**src/rtl/aead_serial_loader_if.sv**
```systemverilog
// Signal bundle between the serial pin driver and the AEAD serial loader.
// The master drives the serial pins and requests; the slave presents the parallel operands.
interface aead_serial_loader_if #(
  parameter int k = 128,
  parameter int l = 40,
  parameter int y = 40
);
  logic           load_enxSI;
  logic           keyxSI;
  logic           noncexSI;
  logic           associated_dataxSI;
  logic           plain_textxSI;
  logic           encryption_startxSI;
  logic           decryption_startxSI;
  logic           core_donexSI;
  logic [k-1:0]   key;
  logic [127:0]   nonce;
  logic [l-1:0]   associated_data;
  logic [y-1:0]   plain_text;
  logic           loaded;
  logic           enc_start;
  logic           dec_start;
  logic           busy;

  modport master (
    output load_enxSI, keyxSI, noncexSI, associated_dataxSI, plain_textxSI,
           encryption_startxSI, decryption_startxSI, core_donexSI,
    input  key, nonce, associated_data, plain_text, loaded, enc_start, dec_start, busy
  );

  modport slave (
    input  load_enxSI, keyxSI, noncexSI, associated_dataxSI, plain_textxSI,
           encryption_startxSI, decryption_startxSI, core_donexSI,
    output key, nonce, associated_data, plain_text, loaded, enc_start, dec_start, busy
  );
endinterface

```
**src/rtl/aead_serial_loader.sv**
```systemverilog
// Bit-serial operand loader for the AEAD core: assembles key/nonce/AD/PT MSB-first,
// then turns level start requests into single-cycle start pulses and holds operands while busy.
module aead_serial_loader #(
  parameter int k = 128,
  parameter int l = 40,
  parameter int y = 40
) (
  input  logic                clk,
  input  logic                rst,
  aead_serial_loader_if.slave bus
);
   localparam int n    = 128;
   localparam int m_kn = (k > n) ? k : n;
   localparam int m_ly = (l > y) ? l : y;
   localparam int m    = (m_kn > m_ly) ? m_kn : m_ly;
   localparam int cw   = $clog2(m + 1);

   localparam logic [1:0] ST_IDLE  = 2'd0;
   localparam logic [1:0] ST_LOAD  = 2'd1;
   localparam logic [1:0] ST_READY = 2'd2;
   localparam logic [1:0] ST_RUN   = 2'd3;

   logic [1:0]    state;
   logic [cw-1:0] ctr;
   logic [cw-1:0] idx;
   logic          cap;
   logic [k-1:0]  key_q, key_d;
   logic [n-1:0]  nonce_q, nonce_d;
   logic [l-1:0]  ad_q, ad_d;
   logic [y-1:0]  pt_q, pt_d;
   logic          loaded_q, enc_q, dec_q, busy_q;

   // Capture enable and bit index; a start request in READY outranks a new frame.
   always_comb begin
      // NOTE: every combinational output gets a default first so no path infers a latch.
      cap = 1'b0;
      idx = ctr;
      case (state)
         ST_IDLE:  begin cap = bus.load_enxSI; idx = '0; end
         ST_LOAD:  cap = bus.load_enxSI;
         ST_READY: begin
            cap = bus.load_enxSI & ~bus.encryption_startxSI & ~bus.decryption_startxSI;
            idx = '0;
         end
         default:  cap = 1'b0;
      endcase

      key_d   = key_q;
      nonce_d = nonce_q;
      ad_d    = ad_q;
      pt_d    = pt_q;
      // Bit i lands at position w-1-i; indices beyond a field's width match nothing.
      for (int b = 0; b < k; b++) if (cap && idx == cw'(k - 1 - b)) key_d[b]   = bus.keyxSI;
      for (int b = 0; b < n; b++) if (cap && idx == cw'(n - 1 - b)) nonce_d[b] = bus.noncexSI;
      for (int b = 0; b < l; b++) if (cap && idx == cw'(l - 1 - b)) ad_d[b]    = bus.associated_dataxSI;
      for (int b = 0; b < y; b++) if (cap && idx == cw'(y - 1 - b)) pt_d[b]    = bus.plain_textxSI;
   end

   always_ff @(posedge clk or negedge rst) begin
      if (!rst) begin
         state    <= ST_IDLE;
         ctr      <= '0;
         key_q    <= '0;
         nonce_q  <= '0;
         ad_q     <= '0;
         pt_q     <= '0;
         loaded_q <= 1'b0;
         enc_q    <= 1'b0;
         dec_q    <= 1'b0;
         busy_q   <= 1'b0;
      end else begin
         // NOTE: sequential state uses non-blocking assignments so every register samples pre-edge values.
         key_q   <= key_d;
         nonce_q <= nonce_d;
         ad_q    <= ad_d;
         pt_q    <= pt_d;
         enc_q   <= 1'b0;
         dec_q   <= 1'b0;
         case (state)
            ST_IDLE: if (bus.load_enxSI) begin
               ctr   <= cw'(1);
               state <= ST_LOAD;
            end
            ST_LOAD: if (bus.load_enxSI) begin
               if (ctr == cw'(m - 1)) begin
                  ctr      <= '0;
                  loaded_q <= 1'b1;
                  state    <= ST_READY;
               end else begin
                  ctr <= ctr + cw'(1);
               end
            end
            ST_READY: begin
               if (bus.encryption_startxSI) begin
                  enc_q  <= 1'b1;
                  busy_q <= 1'b1;
                  state  <= ST_RUN;
               end else if (bus.decryption_startxSI) begin
                  dec_q  <= 1'b1;
                  busy_q <= 1'b1;
                  state  <= ST_RUN;
               end else if (bus.load_enxSI) begin
                  ctr      <= cw'(1);
                  loaded_q <= 1'b0;
                  state    <= ST_LOAD;
               end
            end
            ST_RUN: if (bus.core_donexSI) begin
               busy_q <= 1'b0;
               state  <= ST_READY;
            end
            default: state <= ST_IDLE;
         endcase
      end
   end

   assign bus.key             = key_q;
   assign bus.nonce           = nonce_q;
   assign bus.associated_data = ad_q;
   assign bus.plain_text      = pt_q;
   assign bus.loaded          = loaded_q;
   assign bus.enc_start       = enc_q;
   assign bus.dec_start       = dec_q;
   assign bus.busy            = busy_q;
endmodule

```
**src/flat_wrapper.sv**
```systemverilog
// flat-port wrapper written by rule: the top's interface ports become plain ports
module aead_serial_loader_flat 
#(
  parameter int k = 128,
  parameter int l = 40,
  parameter int y = 40
)
  (clk, rst, bus_load_enxSI, bus_keyxSI, bus_noncexSI, bus_associated_dataxSI, bus_plain_textxSI, bus_encryption_startxSI, bus_decryption_startxSI, bus_core_donexSI, bus_key, bus_nonce, bus_associated_data, bus_plain_text, bus_loaded, bus_enc_start, bus_dec_start, bus_busy);
  aead_serial_loader_if #(.k(k), .l(l), .y(y)) bus_i ();
  input  logic clk;
  input  logic rst;
  input wire logic [$bits(bus_i.load_enxSI)-1:0] bus_load_enxSI;
  input wire logic [$bits(bus_i.keyxSI)-1:0] bus_keyxSI;
  input wire logic [$bits(bus_i.noncexSI)-1:0] bus_noncexSI;
  input wire logic [$bits(bus_i.associated_dataxSI)-1:0] bus_associated_dataxSI;
  input wire logic [$bits(bus_i.plain_textxSI)-1:0] bus_plain_textxSI;
  input wire logic [$bits(bus_i.encryption_startxSI)-1:0] bus_encryption_startxSI;
  input wire logic [$bits(bus_i.decryption_startxSI)-1:0] bus_decryption_startxSI;
  input wire logic [$bits(bus_i.core_donexSI)-1:0] bus_core_donexSI;
  output wire logic [$bits(bus_i.key)-1:0] bus_key;
  output wire logic [$bits(bus_i.nonce)-1:0] bus_nonce;
  output wire logic [$bits(bus_i.associated_data)-1:0] bus_associated_data;
  output wire logic [$bits(bus_i.plain_text)-1:0] bus_plain_text;
  output wire logic [$bits(bus_i.loaded)-1:0] bus_loaded;
  output wire logic [$bits(bus_i.enc_start)-1:0] bus_enc_start;
  output wire logic [$bits(bus_i.dec_start)-1:0] bus_dec_start;
  output wire logic [$bits(bus_i.busy)-1:0] bus_busy;
  assign bus_i.load_enxSI = bus_load_enxSI;
  assign bus_i.keyxSI = bus_keyxSI;
  assign bus_i.noncexSI = bus_noncexSI;
  assign bus_i.associated_dataxSI = bus_associated_dataxSI;
  assign bus_i.plain_textxSI = bus_plain_textxSI;
  assign bus_i.encryption_startxSI = bus_encryption_startxSI;
  assign bus_i.decryption_startxSI = bus_decryption_startxSI;
  assign bus_i.core_donexSI = bus_core_donexSI;
  assign bus_key = bus_i.key;
  assign bus_nonce = bus_i.nonce;
  assign bus_associated_data = bus_i.associated_data;
  assign bus_plain_text = bus_i.plain_text;
  assign bus_loaded = bus_i.loaded;
  assign bus_enc_start = bus_i.enc_start;
  assign bus_dec_start = bus_i.dec_start;
  assign bus_busy = bus_i.busy;
  aead_serial_loader #(.k(k), .l(l), .y(y)) u_core (.clk(clk), .rst(rst), .bus(bus_i));
endmodule
```
**config.mk**
```make
export PLATFORM = sky130hd
export DESIGN_NAME = aead_serial_loader_flat
export DESIGN_NICKNAME = d
export VERILOG_FILES = /design/src/rtl/aead_serial_loader_if.sv /design/src/rtl/aead_serial_loader.sv /design/src/flat_wrapper.sv
export SDC_FILE = /design/constraint.sdc
export NUM_CORES = 1
export LEC_CHECK = 0
export BUFFER_PORTS_ARGS = -buffer_cell sky130_fd_sc_hd__buf_4
export CORE_MARGIN = 2
export CORE_UTILIZATION = 57
export DETAILED_ROUTE_END_ITERATION = 16
export PLACE_DENSITY = 0.85
export SLEW_MARGIN = 20
export SYNTH_ARGS = -nofsm -noshare
export SYNTH_HDL_FRONTEND = slang
export SYNTH_SLANG_ARGS = --single-unit
```
**constraint.sdc**
```tcl
create_clock -name clk -period 2.9 [get_ports clk]
set_input_delay 0 -clock clk [delete_from_list [all_inputs] [get_ports clk]]
set_output_delay 0 -clock clk [all_outputs]
set_load 0.01 [all_outputs]
```
==> metrics.cfg <==
[outcome]
status=completed

[min_path]
hp-class=primary input to asynchronous set/reset pin

[worst_setup_path]
crit_type=register to register
r2r_start=u_core.state[1]$_DFFE_PN0P_
reg2regPathDepth=5
r2r-end=u_core.bus.key[57]$_DFFE_PN0P_
start_kind=register
cp_data_arrival_time_ns=2.81
startpoint=u_core.state[1]$_DFFE_PN0P_
cp.required_ns=3.29
critPathMaxFanout=15
rrSetupSlack_ns=0.47
cp-end-kind=register

[power]
p_leak_nw=9.60
vdd_drop_max_v=0.000738
cellPowerDensity_mw_per_mm2=779

[timing]
post-route-period-util_pct=83.7
fin_skew_ns=0.0169
drv_slew=0
grt_setup_unrepaired=false
finalHoldViolCount=0
period_needed_ns=2.43
tightest_slew_ns=0.831
finalSetupTns_ns=0
setup_viol=0
max_slew_margin_pct=44.6
fmaxAchievable_mhz=412

[synthesis]
synthSimpleGateAreaFrac_pct=7.77
synthFlopType=dfrtp_1
synthMuxAreaShare_pct=26.9
synth_compound_area_share_pct=1.05
yosysSeqAreaShare_pct=62.3
syn_inst=982
avgSynthCellArea_sq_um=14.3
synth_top_family_by_area=multiplexers
synth_fa_ha_area_share_pct=0.0890
synth-async-reset-ratio_pct=100
synth-edff-count=0
yosys.area_share.xor_xnor_pct=0.125
ys.warnings.count=0
netlist_area_sq_mm=0.0141
synth_seq_cells=350
synth_nets=993
synth_cell_type_count=41

[routing]
drt_iter0_drc=782
first_pass_iters=5
viasPerCell=5.63
wl_per_cell_microns=23.2
ant_nets=0
drt-total-wl_microns=39300
drc=0
vias=9549

[floorplan]
ios=350
die_area_sq_mm=0.0259
initial_core_util_pct=57.9
die_x_microns=161
core_area_sq_mm=0.0242
fp.dieH_microns=161
placementRows=57

[cells_and_area]
finish.instance_area_sq_mm=0.0184
syn_to_final_growth_pct=30.8
drive_gt1_share_pct=57.7
num_antenna_cells=0
nets=1363
utilization_pct=75.8
fillers=1565

[cts]
clockRootBuffer=clkbuf_16
cts_buffers=36
htreeDepth=2
cts_tree=done
cts.sink_count=350
path_clk_slew_ns=0.06
cts_buffer_depth=3
postCtsSetupBuffers=0
clock_latency_ns=0.51

[global_route]
grt_antenna_before_repair=0
grt_usage_pct=30.4
grt_overflow_total=0
grt_start_max_net_pins=81
grt_first_pass_wirelength_microns=60200
grt_pass1_vias=10200

[placement]
finalWeightedCongestion=0.890
port_buffers=349
dpl_cell_area_sq_mm=0.0172
dp_hpwl_microns=27100

[flow_run]
maxCapViolations=0

==> cells in the final DEF, fill, tap and decap left out, types with 3 or more instances in the layout <==
cell,instances
clkbuf_8,9
clkbuf_16,37
nor3_2,9
nor4_4,3
nor3_1,3
nand2_1,101
clkbuf_1,6
dlygate4sd3_1,8
nand2b_1,6
mux2_2,336
a31oi_1,3
inv_1,3
nand3_1,7
nand4_1,5
o21ai_0,9
clkinv_2,4
a21oi_1,4
nor2_1,36
buf_4,376
and3_1,3
nand3b_1,3
buf_12,5
dfrtp_1,350
and2_1,10
nor2b_1,3
nor3b_1,3
==> worst max path at each step <==
stage,cells past startpoint,end
after global routing,5,u_core.bus.key[57]$_DFFE_PN0P_
after floorplan,6,u_core.bus.associated_data[22]$_DFFE_PN0P_
after global placement,5,u_core.bus.key[57]$_DFFE_PN0P_
after CTS,5,u_core.bus.key[57]$_DFFE_PN0P_
after detailed placement,5,u_core.bus.key[57]$_DFFE_PN0P_
final,5,u_core.bus.key[57]$_DFFE_PN0P_
==> stage by stage <==
stage                     instances  power [mW]  setup slack [ns]  hold slack [ns]
final                          1696        14.3             0.474           0.0594
after global routing           1696        14.9             0.373            0.125
after CTS                      1696        14.4             0.454            0.112
after detailed placement       1630        9.89             0.468           0.0450
after global placement         1630        9.76             0.503           0.0324
after floorplan                 982        7.86             0.899           -0.296
==> critical path: stages (launching register included) <==
cell,delay [ns]
dfrtp_1,0.48
nand3b_4,0.33
nor4b_2,0.71
buf_4,0.28
and2_1,0.17
mux2_2,0.34
==> kinds of logic (layout without fill, tap and decap cells) <==
group,count (synthesis),count (layout)
xor gates and xnor gates,2,2
muxes,336,336
buffers and inverters,61,451
and+or+nand+nor,208,208
DFF,350,350
adders and majority gates,1,1
AOI/OAI and AO/OA,24,24
==> Yosys cell counts, types with 2 or more instances <==
cell | count | area share [%]
nor4b_1 | 2 | 0.12
nor4b_2 | 2 | 0.21
mux2_2 | 336 | 27
nand3_1 | 7 | 0.25
nand2b_1 | 6 | 0.27
buf_2 | 8 | 0.28
a31oi_1 | 3 | 0.13
xnor2_1 | 2 | 0.12
a21oi_1 | 4 | 0.14
nand4_1 | 5 | 0.22
o31ai_1 | 2 | 0.11
and2_1 | 10 | 0.45
or2_2 | 2 | 0.089
nor3b_1 | 3 | 0.16
o21ai_0 | 9 | 0.32
nor3_1 | 4 | 0.14
nand3b_1 | 3 | 0.16
or3_1 | 2 | 0.089
and3_1 | 3 | 0.13
nor3_2 | 8 | 0.57
nor2_1 | 36 | 0.96
nor4_4 | 3 | 0.45
nand2_1 | 101 | 2.7
o41ai_1 | 2 | 0.12
clkbuf_1 | 50 | 1.3
nor2b_1 | 3 | 0.13
inv_1 | 3 | 0.080
dfrtp_1 | 350 | 62
==> registers in the layout (all words and copies together), names as in the netlist, 2 cells and up <==
name                        cells
u_core.bus.associated_data     40
u_core.state                    2
u_core.bus.key                128
u_core.bus.plain_text          40
u_core.bus.nonce              128
u_core.ctr                      8
==> layout make-up <==
type | count | area, sq um | share of cell area [%]
inverter | 3 | 11.3 | 0.0613
sequential | 350 | 8760 | 47.6
clock buffer | 52 | 1070 | 5.83
clock inverter | 6 | 58.8 | 0.320
multi-input combinational | 571 | 5060 | 27.5
tap | 324 | 405 | 2.21
timing repair buffer | 390 | 3020 | 16.4
==> report_power, final <==
part | internal (mW) | total, mW | switching [mW] | leakage (nW)
logic | 1.81 | 3.57 | 1.75 | 4.26
clock network | 2.64 | 4.46 | 1.82 | 0.562
registers | 5.73 | 6.30 | 0.563 | 4.78
total | 10.2 | 14.3 | 4.13 | 9.60
==> repair_timing <==
action	4_1_cts	5_1_grt
resized for setup	0	0
hold buffers	8	0
hold endpoints to repair	81	0
==> per-layer routing <==
| metal | up-vias | wire length (microns) | global-route usage, % | share of wire (%) |
|---|---|---|---|---|
| met4 | 0 | 1680 | 12.9 | 4.3 |
| met5 | - | 0 | 0 | 0 |
| met1 | 4939 | 15400 | 38.4 | 39 |
| met3 | 98 | 3180 | 9.17 | 8.1 |
| li1 | 4149 | - | - | - |
| met2 | 363 | 19000 | 49.2 | 48 |
(Power assumes the default switching activity.)
